File: src/rtl/ag_temp_in.sv
// Address generator for the systolic array temp-input buffer: one {row, col} address per cycle over a tile.
// Optional macro AG_TEMP_IN_TRANSPOSE_EN selects column-major (transposed) sweep order.
//
// state | meaning
// IDLE  | waiting for start, outputs quiet
// RUN   | presenting one tile address per cycle
// DONE  | one-cycle done pulse, then back to IDLE
module ag_temp_in #(
  parameter int FEATURE_BITS = 4,
  parameter int NUM_ROWS     = 2**FEATURE_BITS,
  parameter int NUM_COLS     = 2**FEATURE_BITS
) (
  input  logic                      sys_clk,
  input  logic                      reset,
  input  logic                      start,
  output logic                      done,
  output logic                      valid,
  output logic [2*FEATURE_BITS-1:0] address
);

  localparam logic [FEATURE_BITS-1:0] ROW_LAST = FEATURE_BITS'(NUM_ROWS - 1);
  localparam logic [FEATURE_BITS-1:0] COL_LAST = FEATURE_BITS'(NUM_COLS - 1);

  typedef enum logic [1:0] {IDLE, RUN, DONE} state_t;

  state_t                  state, state_next;
  logic [FEATURE_BITS-1:0] row, row_next;
  logic [FEATURE_BITS-1:0] col, col_next;

  always_ff @(posedge sys_clk or posedge reset) begin
    if (reset) begin
      state <= IDLE;
      row   <= '0;
      col   <= '0;
      valid <= 1'b0;
      done  <= 1'b0;
    end else begin
      state <= state_next;
      row   <= row_next;
      col   <= col_next;
      valid <= (state_next == RUN);
      done  <= (state_next == DONE);
    end
  end

  always_comb begin
    state_next = state;
    row_next   = row;
    col_next   = col;
    case (state)
      IDLE: begin
        row_next = '0;
        col_next = '0;
        if (start) state_next = RUN;
      end
      RUN: begin
        if (row == ROW_LAST && col == COL_LAST) begin
          state_next = DONE;
          row_next   = '0;
          col_next   = '0;
        end else begin
`ifdef AG_TEMP_IN_TRANSPOSE_EN
          if (row == ROW_LAST) begin
            row_next = '0;
            col_next = col + 1'b1;
          end else begin
            row_next = row + 1'b1;
          end
`else
          if (col == COL_LAST) begin
            col_next = '0;
            row_next = row + 1'b1;
          end else begin
            col_next = col + 1'b1;
          end
`endif
        end
      end
      DONE: begin
        state_next = IDLE;
        row_next   = '0;
        col_next   = '0;
      end
      default: begin
        state_next = IDLE;
        row_next   = '0;
        col_next   = '0;
      end
    endcase
  end

  // Counters are cleared outside RUN, so the address reads 0 in IDLE and DONE.
  assign address = {row, col};

endmodule

File: config.mk
export PLATFORM = sky130hd
export DESIGN_NAME = ag_temp_in
export DESIGN_NICKNAME = d
export VERILOG_FILES = /design/src/rtl/ag_temp_in.sv
export SDC_FILE = /design/constraint.sdc
export NUM_CORES = 1
export LEC_CHECK = 0
export CAP_MARGIN = 20
export CORE_AREA = 2 2 39 41
export CTS_CLUSTER_SIZE = 12
export DETAILED_ROUTE_END_ITERATION = 12
export DIE_AREA = 0 0 41 43
export GPL_TIMING_DRIVEN = 1
export PLACE_DENSITY = 0.62
export SYNTH_ARGS = -nofsm -noshare
export SYNTH_HDL_FRONTEND = slang
export SYNTH_SLANG_ARGS = --single-unit
File: constraint.sdc
create_clock -name sys_clk -period 1.6 [get_ports sys_clk]
set_clock_uncertainty 0.15 [all_clocks]
set_input_delay 0.32 -clock sys_clk [delete_from_list [all_inputs] [get_ports sys_clk]]
set_output_delay 0.32 -clock sys_clk [all_outputs]
set_load 0.1 [all_outputs]
After elaboration in Yosys (flattened, before gate mapping). Cells that the tools add are included.

Bits in registers: 12. Input bits: 3. Output and inout port bits: 10. Logic and storage cells: 24.

$add $sub $neg: 2. Equal/unequal tests: 6. Mux-type cells: 9. Reduce and logical (&&, ||, !) cells: 2.

Operator list (number): $mux W4 (6); $add A4 B1 Y4 const B (2); $eq A4 B4 Y1 const B (2); $eq A2 B1 Y1 const B (2); $mux W2 (2); $pmux W2 S2 (1); $ne A3 B3 Y1 const B (1); $eq A2 B2 Y1 const B (1); $logic_not A2 Y1 (1); $logic_and A1 B1 Y1 (1).

Longest topological paths before layout.
Depth in word-level cells: 5. Depth in mapped cells: 4.

Worst setup path before layout. OpenSTA, ideal clock, no wires.

Path type: reg2reg. Start: reg col[0]. End: reg row[0]. Setup time: 78 ps. Arrival: 1996 ps. Data required time: 1372 ps. Slack: -624 ps. Cell stages (with the launch flop): 5. Cell sequence: dfrtp_1 -> ha_1 -> nand3_2 -> or3b_1 -> a21oi_1.

Word-level cells in the longest chain between the ends: 4. Elaborated cells on any way between the ends: 5. Those cells by class: eq/ne (2); mux (2); reduce/logical (1).

Ends and longest elaborated chain: start, declared (RTL line 28) `logic [FEATURE_BITS-1:0] col, col_next;`; start signal, assigned (RTL line 40) `col <= col_next;`; $eq A4 B4 Y1 (*) (RTL line 57, 70); $logic_and A1 B1 Y1 (RTL line 57) `if (row == ROW_LAST && col == COL_LAST) begin`; $mux W4 (RTL line 57); $mux W4 (RTL line 50) `case (state)`; end signal, assigned (RTL line 39) `row <= row_next;`; end, declared (RTL line 27) `logic [FEATURE_BITS-1:0] row, row_next;`.

Every way passes the cells marked *; elsewhere a longest branch is shown, timed or not. A chain may end at the register's enable or synchronous reset.

Worst setup path in the final report.
Start: reg row[0]. End: out address[4].

RTL lines: end, declared (RTL line 18) `output logic [2*FEATURE_BITS-1:0] address`.

No word-level cell between the ends.

==> key figures <==
Logic synthesis
  • Syn Std Cell Area: 523 um^2
  • Synth area leaders: dfrtp_1, a21oi_1, ha_1, nor2_1, a211oi_1
  • Mapped Nets: 54
  • Main synth FF type: dfrtp_1
  • Gate Count Post-Synth: 49
  • Cell taking the most area after synthesis: dfrtp_1
  • Avg Synthesized Cell Area: 10.7 um^2
  • Netlist cell types: 21
  • Synth Register Bits: 12
  • Ys Warns: 0
  • Number of synthesized flops with an enable pin: 0
  • Top cell type's share of synthesized area: 0.574
  • Sequential share of the synthesized area: 0.574
  • Post-synth ARST share: 1.00

Clock network
  • H-tree Lvls: 1
  • Clock Tree Buf Depth: 2
  • Hold-fix buffers, CTS: 0
  • Post-CTS setup buffer count: 0
  • Root Buffer: clkbuf_4
  • CTS clk-pin slew, worst paths: 80 ps
  • Sink Count: 12
  • Worst-skew pair later-pin latency: 270 ps
  • CTS Buf Count: 3
  • CTS tree: done
  • Post-cts repair resize count: 0

Floorplanning
  • IO Count: 13
  • Core area: 1380 um^2
  • Initial core utilization: 0.378
  • Die Area: 1760 um^2
  • Die Width: 41 um
  • Die Span Y: 43 um
  • Rows: 14

Drt
  • Vias per inst: 5.13
  • Drt drc: 0
  • DRT Pass-1 Iters: 2
  • Via count: 421
  • Final WL: 1.01 mm
  • Starting DRT DRC Count: 5
  • Drt wl/cell: 12.4 um
  • Routed Antenna Nets: 0

Global routing
  • Initial antenna violation count: 0
  • First-pass GRT wire length: 1.79 mm
  • Gr ovfl total: 0
  • Vias in the first global route: 416
  • Gr usage total: 0.158
  • Pin count of the biggest net entering global routing: 13

Placed design
  • Final GP Congestion: 0.726
  • Setup Slack @ Placement: 103 ps
  • Hpwl dp: 759 um
  • Placed Area: 817 um^2
  • Dpl cells: 78
  • Port buffer count: 12

Timing
  • Fin crit share: 0.971
  • Max-Slew Margin vs Limit: 0.695
  • Final setup viols: 0
  • Final Hold Viols: 0
  • Final critical-path required period: 1550 ps
  • Measured slew at the worst slew-check pin: 457 ps
  • RSZ-0062 raised after global routing: false
  • Setup WS post-layout: 46.0 ps
  • Max-slew violations: 0
  • Hold WS: 196 ps
  • Max Clock Freq: 644 MHz

Final layout
  • Design area: 843 um^2
  • Net count, final: 72
  • Fillers: 118
  • Share of cells above drive strength 1: 0.394
  • Number of antenna diodes: 0
  • Non-Filler Instances: 82
  • Area delta synth->final: 61.2%

Job
  • Max Cap Violations: 0

Setup path
  • Data arrival, critical path: 1080 ps
  • Element type at the critical path end: output port
  • Max Fanout on Critical Path: 5
  • Critical Path Start Type: register
  • Critical path type: reg2out
  • CP required: 1130 ps

Hold path
  • Worst hold path class: in2async

Run status
  • Status: finished, final reports clean
[flip-flops by register name (all words and copies together) (netlist names)]
signal and cells:
valid 1, state 2, row 4, col 4
done 1
[worst paths after layout]
check,from,end,slack (ps),depth (start not counted)
worst min register to register,state[1],valid,290,1
worst max register to register,row[1],row[0],90,4
worst min-delay path,reset,row[0],200,2
max in group asynchronous,reset,col[1],750,2
min in group sys_clk,state[1],valid,290,1
worst max-delay path,row[0],address[4],50,2
[cells in the final DEF, fill, tap and decap left out, drive strengths merged, types with 2 or more instances in the layout]
master	synthesis	layout
buf	0	12
nand3	2	2
a211oi	2	2
clkbuf	1	4
nor2	6	6
nand2	2	2
nor3	2	2
a21oi	5	5
o21ai	2	2
dfrtp	12	12
inv	3	3
clkdlybuf4s50	0	2
ha	2	2
nand4	2	2
[cell usage after synthesis, types with 2 or more instances]
master	n
dfrtp_1	12
nor2_1	6
a21oi_1	5
inv_1	3
a211oi_1	2
ha_1	2
nand2_1	2
nand4_1	2
nor3_1	2
o21ai_0	2
[critical path, cell delays in order (launching register included)]
cell     delay, ps
dfrtp_4        480
buf_4          160
buf_12         160
[final cells by class]
type                            instances  area (um^2)  share of cell area
Clock buffer                            4         26.3              0.0312
Multi-Input combinational cell         33          230               0.273
Sequential cell                        12          320               0.380
Inverter                                3         11.3              0.0134
Timing Repair Buffer                   14          235               0.279
Tap cell                               16         20.0              0.0237
[through the flow]
| stage | setup TNS, ps | util |
|---|---|---|
| finish | 0 | 0.609 |
| global route | 0 | 0.609 |
| CTS | 0 | 0.609 |
| detailed placement | 0 | 0.590 |
| global placement | 0 | 0.590 |
| floorplan | -84.0 | - |
[kinds of logic after synthesis]
group                    count (synthesis)  share of synthesized area
multiplexers                             1                     0.0191
AND/OR/NAND/NOR                         19                      0.201
flip-flops                              12                      0.574
buffers and inverters                    4                     0.0287
XOR/XNOR                                 2                     0.0335
adder cells (fa/ha/maj)                  2                     0.0478
AO/OA/AOI/OAI                            9                     0.0957
[routing by layer]
layer  track usage  part of all wire  vias up  routed length [um]
met3        0.0366             0.045        4                  46
met1         0.231              0.44      200                 449
met2         0.194              0.48        9                 485
li1              -                 -      208                   -
met5             0                 0        -                   0
met4         0.120             0.032        0                  32
Power of run 1 is not shown: default switching activity piles up to over one toggle a cycle in this logic, so the estimate is an artifact.
